===== src/rtl/alu_op_stepper_if.sv =====
// Signal bundle between the board switch/button front end and alu_op_stepper.
// The master drives buttons, switches and operands; the slave returns result, flags and step strobe.
interface alu_op_stepper_if #(
  parameter int unsigned BITS = 5
);
  logic            noperSel;
  logic            dir;
  logic            hold;
  logic [BITS-1:0] A;
  logic [BITS-1:0] B;
  logic [3:0]      currentOper;
  logic [BITS-1:0] result;
  logic [3:0]      flags;
  logic            stepPulse;

  modport master (
    output noperSel,
    output dir,
    output hold,
    output A,
    output B,
    input  currentOper,
    input  result,
    input  flags,
    input  stepPulse
  );

  modport slave (
    input  noperSel,
    input  dir,
    input  hold,
    input  A,
    input  B,
    output currentOper,
    output result,
    output flags,
    output stepPulse
  );
endinterface


===== src/rtl/alu_op_stepper.sv =====
// Button-stepped ALU: a debounced press walks an up/down operation counter, and the selected
// operation on A/B is registered together with its NZCV flags unless hold freezes them.
module alu_op_stepper #(
  parameter int unsigned BITS = 5,
  parameter int unsigned NOPS = 8
) (
  input logic             clk,
  input logic             nreset,
  alu_op_stepper_if.slave bus
);

  localparam int unsigned Msb    = BITS - 1;
  localparam logic [2:0]  LastOp = 3'(NOPS - 1);

  typedef enum logic [2:0] {
    OpAdd = 3'd0,
    OpSub = 3'd1,
    OpAnd = 3'd2,
    OpOr  = 3'd3,
    OpXor = 3'd4,
    OpShl = 3'd5,
    OpShr = 3'd6,
    OpNot = 3'd7
  } op_e;

  // ---------------------------------------------------------------------------------------------
  // Button path
  // ---------------------------------------------------------------------------------------------
  logic sync1_q, sync2_q, prev_q;
  logic fill_q;
  logic armed_q, armed_d;
  logic press;
  logic step_q;

  // armed only after a genuinely sampled released level, so a button held through reset is
  // ignored until it has been let go once.
  always_comb begin
    armed_d = armed_q | (fill_q & sync1_q);
    press   = armed_q & prev_q & ~sync2_q;
  end

  always_ff @(posedge clk) begin
    if (!nreset) begin
      sync1_q <= 1'b1;
      sync2_q <= 1'b1;
      prev_q  <= 1'b1;
      fill_q  <= 1'b0;
      armed_q <= 1'b0;
      step_q  <= 1'b0;
    end else begin
      sync1_q <= bus.noperSel;
      sync2_q <= sync1_q;
      prev_q  <= sync2_q;
      fill_q  <= 1'b1;
      armed_q <= armed_d;
      step_q  <= press;
    end
  end

  // ---------------------------------------------------------------------------------------------
  // Operation counter
  // ---------------------------------------------------------------------------------------------
  logic [2:0] op_q, op_d;

  always_comb begin
    op_d = op_q;
    if (step_q) begin
      if (bus.dir) begin
        op_d = (op_q == 3'd0) ? LastOp : op_q - 3'd1;
      end else begin
        op_d = (op_q == LastOp) ? 3'd0 : op_q + 3'd1;
      end
    end
  end

  always_ff @(posedge clk) begin
    if (!nreset) begin
      op_q <= 3'd0;
    end else begin
      op_q <= op_d;
    end
  end

  // ---------------------------------------------------------------------------------------------
  // Datapath
  // ---------------------------------------------------------------------------------------------
  logic [BITS:0]   sum, diff;
  logic [BITS-1:0] res_d;
  logic            c_d, v_d;
  logic [3:0]      flags_d;

  always_comb begin
    sum   = {1'b0, bus.A} + {1'b0, bus.B};
    diff  = {1'b0, bus.A} - {1'b0, bus.B};
    res_d = '0;
    c_d   = 1'b0;
    v_d   = 1'b0;
    unique case (op_e'(op_q))
      OpAdd: begin
        res_d = sum[BITS-1:0];
        c_d   = sum[BITS];
        v_d   = (bus.A[Msb] == bus.B[Msb]) && (sum[Msb] != bus.A[Msb]);
      end
      OpSub: begin
        res_d = diff[BITS-1:0];
        // Top bit of the extended difference is the borrow.
        c_d   = ~diff[BITS];
        v_d   = (bus.A[Msb] != bus.B[Msb]) && (diff[Msb] != bus.A[Msb]);
      end
      OpAnd: res_d = bus.A & bus.B;
      OpOr:  res_d = bus.A | bus.B;
      OpXor: res_d = bus.A ^ bus.B;
      OpShl: begin
        res_d = {bus.A[BITS-2:0], 1'b0};
        c_d   = bus.A[Msb];
      end
      OpShr: begin
        res_d = {1'b0, bus.A[BITS-1:1]};
        c_d   = bus.A[0];
      end
      OpNot: res_d = ~bus.A;
    endcase
    flags_d = {res_d[Msb], (res_d == '0), c_d, v_d};
  end

  logic [BITS-1:0] result_q;
  logic [3:0]      flags_q;

  always_ff @(posedge clk) begin
    if (!nreset) begin
      result_q <= '0;
      flags_q  <= 4'b0000;
    end else if (!bus.hold) begin
      result_q <= res_d;
      flags_q  <= flags_d;
    end
  end

  assign bus.currentOper = {1'b0, op_q};
  assign bus.result      = result_q;
  assign bus.flags       = flags_q;
  assign bus.stepPulse   = step_q;

endmodule


===== src/flat_wrapper.sv =====
// flat-port wrapper written by rule: the top's interface ports become plain ports
module alu_op_stepper_flat 
#(
  parameter int unsigned BITS = 5,
  parameter int unsigned NOPS = 8
)
  (clk, nreset, bus_noperSel, bus_dir, bus_hold, bus_A, bus_B, bus_currentOper, bus_result, bus_flags, bus_stepPulse);
  alu_op_stepper_if #(.BITS(BITS)) bus_i ();
  input logic clk;
  input logic nreset;
  input wire logic [$bits(bus_i.noperSel)-1:0] bus_noperSel;
  input wire logic [$bits(bus_i.dir)-1:0] bus_dir;
  input wire logic [$bits(bus_i.hold)-1:0] bus_hold;
  input wire logic [$bits(bus_i.A)-1:0] bus_A;
  input wire logic [$bits(bus_i.B)-1:0] bus_B;
  output wire logic [$bits(bus_i.currentOper)-1:0] bus_currentOper;
  output wire logic [$bits(bus_i.result)-1:0] bus_result;
  output wire logic [$bits(bus_i.flags)-1:0] bus_flags;
  output wire logic [$bits(bus_i.stepPulse)-1:0] bus_stepPulse;
  assign bus_i.noperSel = bus_noperSel;
  assign bus_i.dir = bus_dir;
  assign bus_i.hold = bus_hold;
  assign bus_i.A = bus_A;
  assign bus_i.B = bus_B;
  assign bus_currentOper = bus_i.currentOper;
  assign bus_result = bus_i.result;
  assign bus_flags = bus_i.flags;
  assign bus_stepPulse = bus_i.stepPulse;
  alu_op_stepper #(.BITS(BITS), .NOPS(NOPS)) u_core (.clk(clk), .nreset(nreset), .bus(bus_i));
endmodule

===== config.mk =====
export PLATFORM = sky130hd
export DESIGN_NAME = alu_op_stepper_flat
export DESIGN_NICKNAME = d
export VERILOG_FILES = /design/src/rtl/alu_op_stepper_if.sv /design/src/rtl/alu_op_stepper.sv /design/src/flat_wrapper.sv
export SDC_FILE = /design/constraint.sdc
export NUM_CORES = 1
export LEC_CHECK = 0
export CAP_MARGIN = 20
export CORE_MARGIN = 1
export CORE_UTILIZATION = 30
export CTS_CLUSTER_DIAMETER = 120
export DETAILED_ROUTE_END_ITERATION = 12
export PLACE_DENSITY = 0.53
export REMOVE_ABC_BUFFERS = 1
export SYNTH_ARGS = -nofsm -noshare
export SYNTH_HDL_FRONTEND = slang
export SYNTH_SLANG_ARGS = --single-unit

===== constraint.sdc =====
create_clock -name clk -period 2.5 [get_ports clk]
set_input_delay 0.25 -clock clk [delete_from_list [all_inputs] [get_ports clk]]
set_output_delay 0.25 -clock clk [all_outputs]
set_load 0.02 [all_outputs]

# Word-level counts from Yosys, hierarchy flattened
# Index checks and enable logic that the tools add are counted.
[totals]
in_bits = 15
wordCells = 45
output_inout_bits = 14
ff_bits = 18
[classes]
addsub = 4
mux = 7
reduce_logical = 4
n_eq_ne = 11
bitwise = 10
[op_table]
columns = ["operator", "count"]
rows = [
  ["$pmux 5 s8", 1],
  ["$eq 3x3->1 const B", 4],
  ["$mux 3", 3],
  ["$add 5x5->6", 1],
  ["$eq 3x2->1 const B", 2],
  ["$sub 5x5->6", 1],
  ["$and 5x5->5", 1],
  ["$logic_not 5->1", 1],
  ["$not 5->5", 1],
  ["$or 5x5->5", 1],
  ["$xor 5x5->5", 1],
  ["$pmux 1 s4", 1],
  ["$add 3x1->3 const B", 1],
  ["$and 1x1->1", 3],
  ["$eq 3x1->1 const B", 1],
  ["$logic_not 3->1", 1],
  ["$ne 1x1->1", 3],
  ["$sub 3x1->3 const B", 1],
  ["$logic_and 1x1->1", 2],
  ["$not 1->1", 2],
  ["$pmux 1 s2", 1],
  ["$eq 1x1->1", 1],
  ["$mux 1", 1],
  ["$or 1x1->1", 1],
]

# Logic depth before layout (Yosys ltp)
[logic_depth]
ltp_word = 4
depth_mapped = 9
ltp_nobuf = 9

# Least setup slack after synthesis
# OpenSTA, ideal clock, no wires.
[synth_path]
kind = "register to register"
start = "register u_core.op_q[2]"
end = "register u_core.result_q[3] (netlist: u_core.bus.result[3])"
path_stages_with_launch = 9
setup_ns = 0.059
setup_slack_ns = 0.156
t_required_ns = 2.441
synth_period_minus_slack_ns = 2.344
arrival_ns = 2.286
n_path_buf = 1
path_cell_list = "dfxtp_1 > buf_4 > clkinv_1 > ha_1 > or4_4 > a2111oi_4 > a41oi_2 > nand4_1 > o211a_1"
[synth_via]
elab_chain_cells = 2
word_cells_on_any_way = 9
cone_classes = "eq/ne: 7; mux: 1; reduce/logical: 1"
[synth_rtl]
columns = ["item", "line", "source"]
rows = [
  ["start: declaration", "alu_op_stepper.sv:63", "logic [2:0] op_q, op_d;"],
  ["start signal: assignment", "alu_op_stepper.sv:80", "op_q <= op_d;"],
  ["$eq 3x3->1 (tied with other cells)", "alu_op_stepper.sv:98", "unique case (op_e'(op_q))"],
  ["$pmux 5 s8 *", "alu_op_stepper.sv:98", ""],
  ["end signal: assignment", "alu_op_stepper.sv:134", "result_q <= res_d;"],
  ["end: declaration", "alu_op_stepper.sv:126", "logic [BITS-1:0] result_q;"],
]
# Every way passes the cells marked *; elsewhere a longest branch is shown, timed or not.
# A chain may end at the register's enable or synchronous reset.

# Final worst setup path
[layout_path]
start = "input bus_A[0]"
end = "register u_core.flags_q[2] (netlist: u_core.bus.flags[2])"
[layout_via]
elab_chain_cells = 3
word_cells_on_any_way = 8
cone_classes = "add/sub: 2; mux: 1; bitwise: 4; reduce/logical: 1"
[layout_rtl]
columns = ["item", "line", "source"]
rows = [
  ["start: declaration", "flat_wrapper.sv:14", "input wire logic [$bits(bus_i.A)-1:0] bus_A;"],
  ["$sub 5x5->6 (tied with other cells)", "alu_op_stepper.sv:94", "diff = {1'b0, bus.A} - {1'b0, bus.B};"],
  ["$pmux 5 s8 *", "alu_op_stepper.sv:98", ""],
  ["$logic_not 5->1 *", "alu_op_stepper.sv:123", "flags_d = {res_d[Msb], (res_d == '0), c_d, v_d};"],
  ["end signal: assignment", "alu_op_stepper.sv:135", "flags_q <= flags_d;"],
  ["end: declaration", "alu_op_stepper.sv:127", "logic [3:0] flags_q;"],
]
# Marks and branches as above.

==> results.json <==
{
  "hold_path_class": "flop to flop",
  "clock-sinks": 17,
  "p_comb_share_pct": 35.0,
  "synth_seq_cells": 17,
  "viasPerCell": 5.08,
  "status": "finished, final reports clean",
  "cts.path.max_buffers": 2,
  "worst_slew_pin_slew_ps": 516,
  "drive_above_1_share_pct": 13.9,
  "grtUsageTotal_pct": 16.9,
  "grt_pass1_wl_mm": 7.08,
  "cpMaxStageDelayCell": "clkdlybuf4s50_1",
  "p_sw_mw": 0.244,
  "p_seq_share_pct": 38.0,
  "diodes": 0,
  "crit_end": "u_core.bus.flags[2]",
  "fmaxAchievable_mhz": 439,
  "fin_nets": 270,
  "cts_setup_buffers": 0,
  "power.total_mw": 0.779,
  "core_um2": 4880,
  "vdd_drop_max_v": 0.000311,
  "powerDensity_nw_per_um2": 377,
  "required_ps": 2680,
  "syn_area_um2": 1560,
  "rows": 25,
  "synth_edf_count": 0,
  "grt_start_max_net_pins": 14,
  "yosysWarningCount": 0,
  "h-tree-depth": 1,
  "max_stage_delay_ps": 440,
  "final_common_cell": "clkdlybuf4s50_1",
  "die_h_um": 74.2,
  "gr-total-overflow": 0,
  "crit_arrival_ps": 2460,
  "dr.pass1.iters": 4,
  "fin_crit_ps": 2280,
  "post-route-cell-area_um2": 2070,
  "dp_worst_setup_slack_ps": -126,
  "cp-end-kind": "flop",
  "hold_viol_final": 0,
  "finalSetupViolations": 0,
  "wl_per_cell_um": 14.2,
  "fin_util_pct": 42.4,
  "ios": 29,
  "synth.avg_cell_area_um2": 8.32,
  "r2r_end": "u_core.bus.result[2]",
  "final_antenna_net_count": 0,
  "hpwl_mm": 3.32,
  "ys.flop_type": "dfxtp_1",
  "crit_path_max_fanout": 3,
  "cts_root_buf": "clkbuf_8",
  "slew_violations": 0,
  "initial_utilization_pct": 32.1,
  "r2r_setup_slack_ps": 270,
  "die_w_um": 74.2,
  "reg2regPathDepth": 8,
  "fin_cells": 297,
  "drtIter0Drc": 138,
  "async_flop_share_pct": 0,
  "switching_share_pct": 31.3,
  "syn_inst": 188,
  "globalplace.congestion": 0.858,
  "cts_made_buffers": 3,
  "drcViolationCount": 0,
  "reg2reg_from": "u_core.op_q[0]",
  "critPathKind": "input port to flop",
  "rsz0062_at_grt": "false",
  "final_cell_mix": "clkdlybuf4s50_1, inv_1, ha_1, buf_4, dfxtp_1",
  "via_count": 1508,
  "area_growth_pct": 32.2,
  "clock_latency_ps": 250,
  "internal_power_mw": 0.535,
  "leakage_nw": 0.878,
  "worstSetupStartpoint": "bus_A[0]",
  "grt_pass1_vias": 1461,
  "clk_pin_slew_ps": 70,
  "cap_violations": 0,
  "dpl-instance-area_um2": 2010,
  "antenna_found_initial": 0,
  "cpMostUsedCell": "inv_1",
  "timing.final.crit_share_pct": 91.1,
  "skew_ps": 4.12,
  "clkPwrFrac_pct": 27.1,
  "fin_ws_ps": 223,
  "start_kind": "input port",
  "max_slew_margin_pct": 65.6,
  "fp.dieArea_um2": 5510,
  "path_cells": "clkdlybuf4s50_1 > inv_1 > ha_1 > inv_1 > fa_1 > xor2_1 > o22ai_1 > o41ai_2 > buf_4 > nand4_1 > o21ai_0",
  "synth.distinct_cells": 54,
  "cts_tree": "done",
  "seq_area_frac_synth_pct": 21.8,
  "placed_cells": 293,
  "io_buffer_count": 27,
  "drt-total-wl_mm": 4.21
}
==> Yosys cell counts, drive strengths merged (2+ instances only) <==
cell type | count | area share [%]
dfxtp | 17 | 22
nand2 | 6 | 1.4
a21oi | 10 | 3.2
a31oi | 3 | 1.2
or3 | 2 | 0.80
o31ai | 2 | 0.96
a2111oi | 2 | 2.7
nand2b | 7 | 2.8
o221ai | 3 | 1.7
and2 | 2 | 0.88
nand3b | 2 | 0.96
a221oi | 2 | 1.1
o211a | 2 | 1.3
nor2b | 3 | 1.2
nor2 | 13 | 3.3
a211oi | 2 | 0.96
nand4 | 2 | 0.80
o21ai | 7 | 2.2
clkbuf | 3 | 0.72
buf | 5 | 2.5
xnor2 | 4 | 2.2
o22ai | 3 | 1.2
ha | 22 | 18
a22oi | 3 | 1.4
a41oi | 2 | 1.6
nand3 | 9 | 2.9
fa | 2 | 2.6
inv | 26 | 6.2
a311oi | 3 | 1.7
==> flip-flops by register name, summed over array words and instances (netlist names) <==
register and count:
u_core.bus.flags 4, u_core.bus.result 4, u_core.op_q 3, u_core.armed_q 1
u_core.bus.stepPulse 1, u_core.fill_q 1, u_core.prev_q 1, u_core.sync1_q 1
u_core.sync2_q 1
==> metal layers <==
layer  GRT usage (%)  routed length [µm]  part of all wire (%)  up-vias
met2            26.8                1890                    45       56
met1            23.3                1980                    47      690
met3            3.52                 265                   6.3        8
met5               0                   0                     0        -
met4            4.70                  80                   1.9        0
li1                -                   -                     -      754
==> cell type report <==
cell class	instances	area, µm²
Fill cell	533	2810
Multi-Input combinational cell	136	1080
Clock inverter	1	7.51
Sequential cell	17	340
Clock buffer	3	41.3
Tap cell	67	83.8
Inverter	27	101
Timing Repair Buffer	46	413
==> through the flow <==
stage	hold slack (ps)	TNS [ps]
after global routing	472	0
after CTS	435	0
final	433	0
after detailed placement	412	-188
after global placement	418	-161
after floorplan	278	0
==> cell families after synthesis <==
family	synth area share, %
fa+ha+maj	20.2
xor+xnor	2.80
simple gates	17.0
flops	21.8
buf+inv	9.68
mux	1.36
compound gates	27.0
other cells	0.240
==> power by group through the flow <==
stage | logic, mW | clock network, mW | registers (mW)
global placement | 0.271 | 0 | 0.302
CTS | 0.272 | 0.221 | 0.296
global route | 0.301 | 0.236 | 0.298
finish | 0.272 | 0.211 | 0.296
floorplan | 0.131 | 0 | 0.317
detailed placement | 0.271 | 0 | 0.302
==> how the worst min path moves through the flow <==
stage,start,cells past startpoint,slack (ps),endpoint
3_3_place_gp,u_core.prev_q,2,420,u_core.bus.stepPulse
3_5_place_dp,u_core.prev_q,2,410,u_core.bus.stepPulse
6_report,u_core.prev_q,2,430,u_core.bus.stepPulse
5_1_grt,u_core.prev_q,2,470,u_core.bus.stepPulse
2_1_floorplan,nreset,0,280,u_core.fill_q
4_1_cts,u_core.prev_q,2,430,u_core.bus.stepPulse
==> worst max-delay path, delay by kind of cell <==
kind,cells,cell delay [ps]
and+or+nand+nor,1,80
adders and majority gates,2,570
xor gates and xnor gates,1,150
AOI/OAI and AO/OA,3,630
buffers and inverters,4,760
==> timing repair <==
action | in CTS | in global routing
resized for setup | 0 | 1
endpoints found under the setup margin | 0 | 1
hold buffers | 0 | 0
No activity file was read; power rests on OpenSTA's default activity.
